$ cat config.mk
export PLATFORM = sky130hd
export DESIGN_NAME = register_file
export DESIGN_NICKNAME = d
export VERILOG_FILES = /design/src/rtl/register_file.sv
export SDC_FILE = /design/constraint.sdc
export NUM_CORES = 1
export LEC_CHECK = 0
export ABC_CLOCK_PERIOD_IN_PS = 2220
export CORE_MARGIN = 4
export CORE_UTILIZATION = 35
export DETAILED_ROUTE_END_ITERATION = 8
export GPL_TIMING_DRIVEN = 0
export PLACE_DENSITY_LB_ADDON = 0.15
export SYNTH_ARGS = -nofsm -noshare
export SYNTH_HDL_FRONTEND = slang
export SYNTH_SLANG_ARGS = --single-unit
$ cat constraint.sdc
create_clock -name Clock -period 2.22 [get_ports Clock]
set_clock_uncertainty 0.2 [all_clocks]
set_input_delay 0.666 -clock Clock [delete_from_list [all_inputs] [get_ports Clock]]
set_output_delay 0.666 -clock Clock [all_outputs]
set_load 0.02 [all_outputs]
$ cat src/rtl/register_file.sv
// Two-read, one-write register file for the 16-bit datapath.
// Reads are combinational; a single write port updates on the rising edge of Clock.
module register_file #(
    parameter int DATA_WIDTH = 16,
    parameter int ADDR_WIDTH = 2
) (
    input  logic [ADDR_WIDTH-1:0] RS,
    input  logic [ADDR_WIDTH-1:0] RT,
    input  logic [ADDR_WIDTH-1:0] RD,
    input  logic [DATA_WIDTH-1:0] WriteData,
    input  logic                  RegWrite,
    input  logic                  Clock,
    output logic [DATA_WIDTH-1:0] ReadRS,
    output logic [DATA_WIDTH-1:0] ReadRT,
    input  logic                  Reset
);

    localparam int NUM_REGS = 2 ** ADDR_WIDTH;

    logic [DATA_WIDTH-1:0] regs_q [NUM_REGS];
    logic [DATA_WIDTH-1:0] regs_d [NUM_REGS];

    // NOTE: defaulting regs_d to the current state first means no path leaves it unassigned, so no latch.
    always_comb begin
        regs_d = regs_q;
        if (RegWrite) begin
            regs_d[RD] = WriteData;
        end
    end

    // NOTE: the array is only a handful of flops, so it is cleared outright rather than left as an unreset RAM.
    // NOTE: non-blocking assignment keeps every register updating from pre-edge values.
    always_ff @(posedge Clock) begin
        if (Reset) begin
            regs_q <= '{default: '0};
        end else begin
            regs_q <= regs_d;
        end
    end

    // No bypass: a read of RD sees the old value until the write edge.
    assign ReadRS = regs_q[RS];
    assign ReadRT = regs_q[RT];

endmodule

==> impl_metrics.tcl <==
set metrics [dict create \
    status "finished with violations" \
    violations "negative setup slack" \
    required_ps 1350 \
    cts_tree "done" \
    start_util 0.360 \
    drtAntennaViolNets 0 \
    worstSetupEndpointType "primary output" \
    timing.final.setup_violations 32 \
    p_per_area_nw_per_um2 569 \
    hold_viol 0 \
    overflow 0 \
    portBuffers 50 \
    final.min_clock_period_ps 2450 \
    worst_pin_slew_ps 716 \
    drive_gt1_frac 0.311 \
    clock-root-buffer "clkbuf_8" \
    grt_pass1_vias 2483 \
    synth_area_leader_cell "dfxtp_1" \
    nets 370 \
    wl_per_cell_um 18.7 \
    n_fill_cell 872 \
    syn_area_per_cell_um2 12.4 \
    busiest_layer "met2" \
    synth_top_area_frac 0.385 \
    startpoint_type "input port" \
    ys_types 14 \
    viasPerCell 4.94 \
    drt-total-wl_um 8910 \
    clock_path_buffers 2 \
    largest_register_ffs 64 \
    rsz0062_at_grt "true" \
    cts.clk_slew.worst_paths_ps 70 \
    fin_crit_sh 1.10 \
    clk_latency_ps 340 \
    synth_area_leaders "dfxtp_1, mux4_2, mux2i_1" \
    top_register "regs_q" \
    grtUsageMet3 0.0435 \
    synth_seq_cells 64 \
    place_ws_ps -704 \
    ir_drop_v 0.000260 \
    rows 35 \
    die_w_um 105 \
    place.gp.congestion 0.706 \
    achievable-frequency_ghz 0.408 \
    synth_nets 293 \
    drcViolationCount 0 \
    critPathMostFrequentCell "buf_12" \
    crit_chain "buf_12, buf_12, mux4_2, buf_6" \
    first_pass_iters 4 \
    synthCells 268 \
    areaGrowthSynthToFinish_pct 34.5 \
    dpl.hpwl_um 5850 \
    yosys_warnings 0 \
    power_mw 2.54 \
    setup_ws_ps -230 \
    ys_seq_area_frac 0.385 \
    drv_cap 0 \
    fp.dieH_um 105 \
    synth.cell_area_um2 3330 \
    cts_buffers 9 \
    grt_use_met1 0.200 \
    met2_usage 0.281 \
    leakage_nw 1.91 \
    slew_headroom 0.521 \
    critical_path_class "input port to primary output" \
    cts.sink_count 64 \
    via_count 2350 \
    grtUsageTotal 0.165 \
    ioPinCount 57 \
    cts-htree-levels 3 \
    die_area_um2 11100 \
    grt_pass1_wl_um 13600 \
    grt_max_degree 11 \
    largestRegisters "regs_q (64)" \
    critPathSlowestCell "mux4_2" \
    core_area_um2 9240 \
    cp_max_fo 8 \
    arrival_ps 1580 \
    slew_viol_final 0 \
    insertedDiodeCount 0 \
    antenna_found_initial 0 \
    hold_class "flop to flop" \
    first_iter_violations 52 \
    cpPeakStageDelay_ps 520 \
]
power breakdown:
part	internal, mW	total (mW)	switching (mW)
combinational	0.256	0.452	0.196
clock	0.446	0.874	0.428
sequential	1.19	1.22	0.0283
total	1.89	2.54	0.653
placed cells by master, fill, tap and decap left out:
cell type / netlist / routed
nand2b_1: 80 / 80
clkbuf_1: 8 / 9
clkdlybuf4s50_1: 0 / 18
buf_6: 4 / 43
buf_4: 1 / 6
dfxtp_1: 64 / 64
mux4_2: 32 / 32
clkbuf_8: 0 / 11
buf_2: 8 / 2
or3b_1: 1 / 1
nand3_2: 1 / 1
clkbuf_2: 1 / 1
nand3b_1: 2 / 2
clkinv_2: 0 / 1
bufbuf_16: 0 / 1
and3b_1: 1 / 1
nor3b_2: 1 / 1
mux2i_1: 64 / 64
buf_8: 0 / 3
buf_12: 0 / 6
path summary, 6_finish.rpt:
kind	start	to	slack [ps]	cells past startpoint
max	RS[1]	ReadRS[11]	-230	4
min	regs_q[45]	regs_q[45]	290	2
min reg2reg	regs_q[45]	regs_q[45]	290	2
max reg2reg	regs_q[4]	regs_q[4]	1370	2
Yosys cell counts, drive strengths merged:
library cell	instances
nand2b	80
mux4	32
nand3	1
nand3b	2
clkbuf	9
and3b	1
nor3b	1
buf	13
or3b	1
dfxtp	64
mux2i	64
per-layer routing:
| layer | vias to the layer above | part of all wire |
|---|---|---|
| met4 | 0 | 0.016 |
| met3 | 12 | 0.052 |
| met1 | 1156 | 0.43 |
| li1 | 1118 | - |
| met2 | 64 | 0.50 |
| met5 | - | 0 |
worst max-delay path: cells and delay by family:
kind | cells | cell delay [ps]
buffers and inverters | 3 | 400
muxes | 1 | 520
logic make-up (layout without fill, tap and decap cells):
logic type    count (synthesis)  after routing  share of synthesized area
mux                          96             96                      0.409
buf+inv                      22            101                     0.0384
flops                        64             64                      0.385
simple gates                 86             86                      0.167
stage by stage:
step / cells / util / hold slack, ps / setup TNS (ps) / cell area, µm²
after floorplan: 268 / - / 255 / -943 / 3400
after global placement: 447 / 0.439 / 265 / -20190 / 4060
after detailed placement: 447 / 0.439 / 275 / -21120 / 4060
after CTS: 470 / 0.478 / 284 / -5240 / 4420
after global routing: 476 / 0.484 / 305 / -5860 / 4470
final: 476 / 0.484 / 286 / -5260 / 4470
area by class of cell:
class	count	area (µm²)	area share
Multi-Input combinational cell	182	1920	0.429
Timing Repair Buffer	66	727	0.163
Sequential cell	64	1280	0.287
Tap cell	129	161	0.0361
Buffer	22	225	0.0504
Clock inverter	1	5.00	0.00112
Clock buffer	12	155	0.0347
what timing repair did:
item	4_1_cts	5_1_grt
gates resized for setup	203	7
endpoints found under the hold margin	0	0
setup buffers	8	7
hold buffers	0	0
cloned	2	0
setup endpoints to repair	32	32
(Power assumes the default switching activity.)
==> edit, RTL diff (same flow settings) <==
Change the parameter `DATA_WIDTH` from 16 to 32.
--- a/src/rtl/register_file.sv
+++ b/src/rtl/register_file.sv
@@ -3,3 +3,3 @@
 module register_file #(
-    parameter int DATA_WIDTH = 16,
+    parameter int DATA_WIDTH = 32,
     parameter int ADDR_WIDTH = 2
Ports: changed (resized ReadRS, ReadRT and WriteData); port bits go from 57 to 105. No check against the original RTL was run, so the function may have changed too.
==> edit against the unedited design <==
The run still ends with negative setup slack left; cell count up 92%; sequential cell count grew 64; critical path type unchanged; largest power group is now clock; synthesized area increased by 99%; non-clock buffer count grew 78; final area is 100% higher; total power grew 140%; setup slack worse by 0.058 ns; routed wire length grew 110%.
==> edit: results (changes against the unedited design) <==
| Metric | Value |
|---|---|
| Root Buffer | clkbuf_16 (was clkbuf_8) |
| Vias per cell | 5.16 (was 4.94) |
| Status | complete, but fails checks (unchanged) |
| Critical path startpoint | RT[0] (was RS[1]) |
| R2R Setup Slk | 1.35 ns (was 1.37 ns) |
| Syn avg cell area | 12.4 um^2 (about the same) |
| Clk slew on worst S/H paths | 0.05 ns (was 0.07 ns) |
| CTS H-tree lvls | 4 (was 3) |
| Mapped Nets | 574 (was 293) |
| Clock Latency Late Sink | 0.41 ns (was 0.34 ns) |
| Worst Slack Setup Final | -0.288 ns (was -0.230 ns) |
| Placed Cells | 865 (was 447) |
| First-pass GRT wire length | 30200 um (was 13600 um) |
| Leak Pwr | 3.92 nW (was 1.91 nW) |
| Worst-Margin Slew | 0.584 ns (was 0.716 ns) |
| DP Area | 8030 um^2 (was 4060 um^2) |
| VDD IR-drop max | 0.000493 V (was 0.000260 V) |
| Port Buffers | 98 (was 50) |
| Largest net degree at the start of global routing | 17 (was 11) |
| Filler Cell Count | 1678 (was 872) |
| Power per Cell Area | 670 nW/um^2 (was 569 nW/um^2) |
| Gpl congestion | 0.757 (was 0.706) |
| Number of global-route vias before repair | 5214 (was 2483) |
| Via Count | 4726 (was 2350) |
| Failing checks | negative setup slack (unchanged) |
| Setup TNS | -15.10 ns (was -5.26 ns) |
| Final setup violation count | 64 (was 32) |
| Synth cell count leaders | nand2b_1 (160), dfxtp_1 (128), mux2i_1 (128), mux4_2 (64) (was nand2b_1 (80), dfxtp_1 (64), mux2i_1 (64), mux4_2 (32)) |
| Critical path endpoint | ReadRT[17] (was ReadRS[11]) |
| GRT Total Usage | 18.7% (was 16.5%) |
| Met2 wire len | 9440 um (was 4440 um) |
| CP peak stage delay | 0.54 ns (was 0.52 ns) |
| Largest regs | regs_q: 128 flops (was regs_q: 64 flops) |
| Yosys cell types | 13 (was 14) |
| Routed WL | 19100 um (was 8910 um) |
| Iteration-0 DRC count of the detailed router | 207 (was 52) |
| Nets | 712 (was 370) |
| Ranking of synthesized cells by area | dfxtp_1 (39%), mux4_2 (22%), mux2i_1 (19%), nand2b_1 (15%), buf_4 (1.8%) (was dfxtp_1 (39%), mux4_2 (22%), mux2i_1 (19%), nand2b_1 (15%), buf_6 (1.4%)) |
## edit: cell types whose count changed after synthesis, moves of 3 or more
cell	before	now
buf_2	8	11
mux4_2	32	64
buf_4	1	16
nand2b_1	80	160
dfxtp_1	64	128
clkbuf_1	8	16
mux2i_1	64	128
## edit: cells by family (layout without fill, tap and decap cells)
logic type	Yosys count	in the layout	share of synthesized area (%)
buffers and inverters	47	196	4.23
flip-flops	128	128	38.7
multiplexers	192	192	41.1
AND/OR/NAND/NOR	166	166	16.0
## edit: what timing repair did
item                       4_1_cts  5_1_grt
setup endpoints to repair       64       64
cloned                           9        0
setup buffers                    7        5
hold buffers                     0        0
gates resized for setup        403       15
## edit: routing by layer
layer  vias up  track usage (%)
li1       2198                -
met1      2381             23.7
met2       116             30.8
met3        31             5.29
met4         0             6.32
met5         -                0
## edit: layout make-up
cell class / count / area share (%)
sequential: 128 / 28.0
tap: 234 / 3.20
clock inverter: 6 / 0.876
multi-input combinational: 358 / 41.4
buffer: 47 / 5.47
timing repair buffer: 119 / 15.5
clock buffer: 24 / 5.49
## edit: how the worst min path moves through the flow
stage / start / end / slack [ns] / cells after the start
floorplan: regs_q[85]$_SDFFE_PP0P_ / regs_q[85]$_SDFFE_PP0P_ / 0.26 / 2
global placement: regs_q[89]$_SDFFE_PP0P_ / regs_q[89]$_SDFFE_PP0P_ / 0.27 / 2
detailed placement: regs_q[101]$_SDFFE_PP0P_ / regs_q[101]$_SDFFE_PP0P_ / 0.27 / 2
CTS: regs_q[92]$_SDFFE_PP0P_ / regs_q[92]$_SDFFE_PP0P_ / 0.29 / 2
global route: regs_q[46]$_SDFFE_PP0P_ / regs_q[46]$_SDFFE_PP0P_ / 0.30 / 2
finish: regs_q[50]$_SDFFE_PP0P_ / regs_q[50]$_SDFFE_PP0P_ / 0.29 / 2
## edit: where the power goes
group          switching [mW]  leakage (nW)  total, mW  internal, mW
logic                   0.413          2.59      0.929         0.516
clock network           0.977         0.292       2.76          1.78
registers              0.0575          1.04       2.44          2.38
total                    1.45          3.92       6.13          4.68
## edit: worst reg2reg max path: stages (launching register included)
cell and delay [ns]:
dfxtp_1 0.35, nand2b_1 0.09, mux2i_1 0.15
## edit: per-stage QoR
stage | hold slack, ns | worst slack (ns)
after floorplan | 0.255 | -0.118
after global placement | 0.266 | -0.804
after detailed placement | 0.273 | -0.822
after CTS | 0.287 | -0.301
after global routing | 0.304 | -0.298
final | 0.285 | -0.288
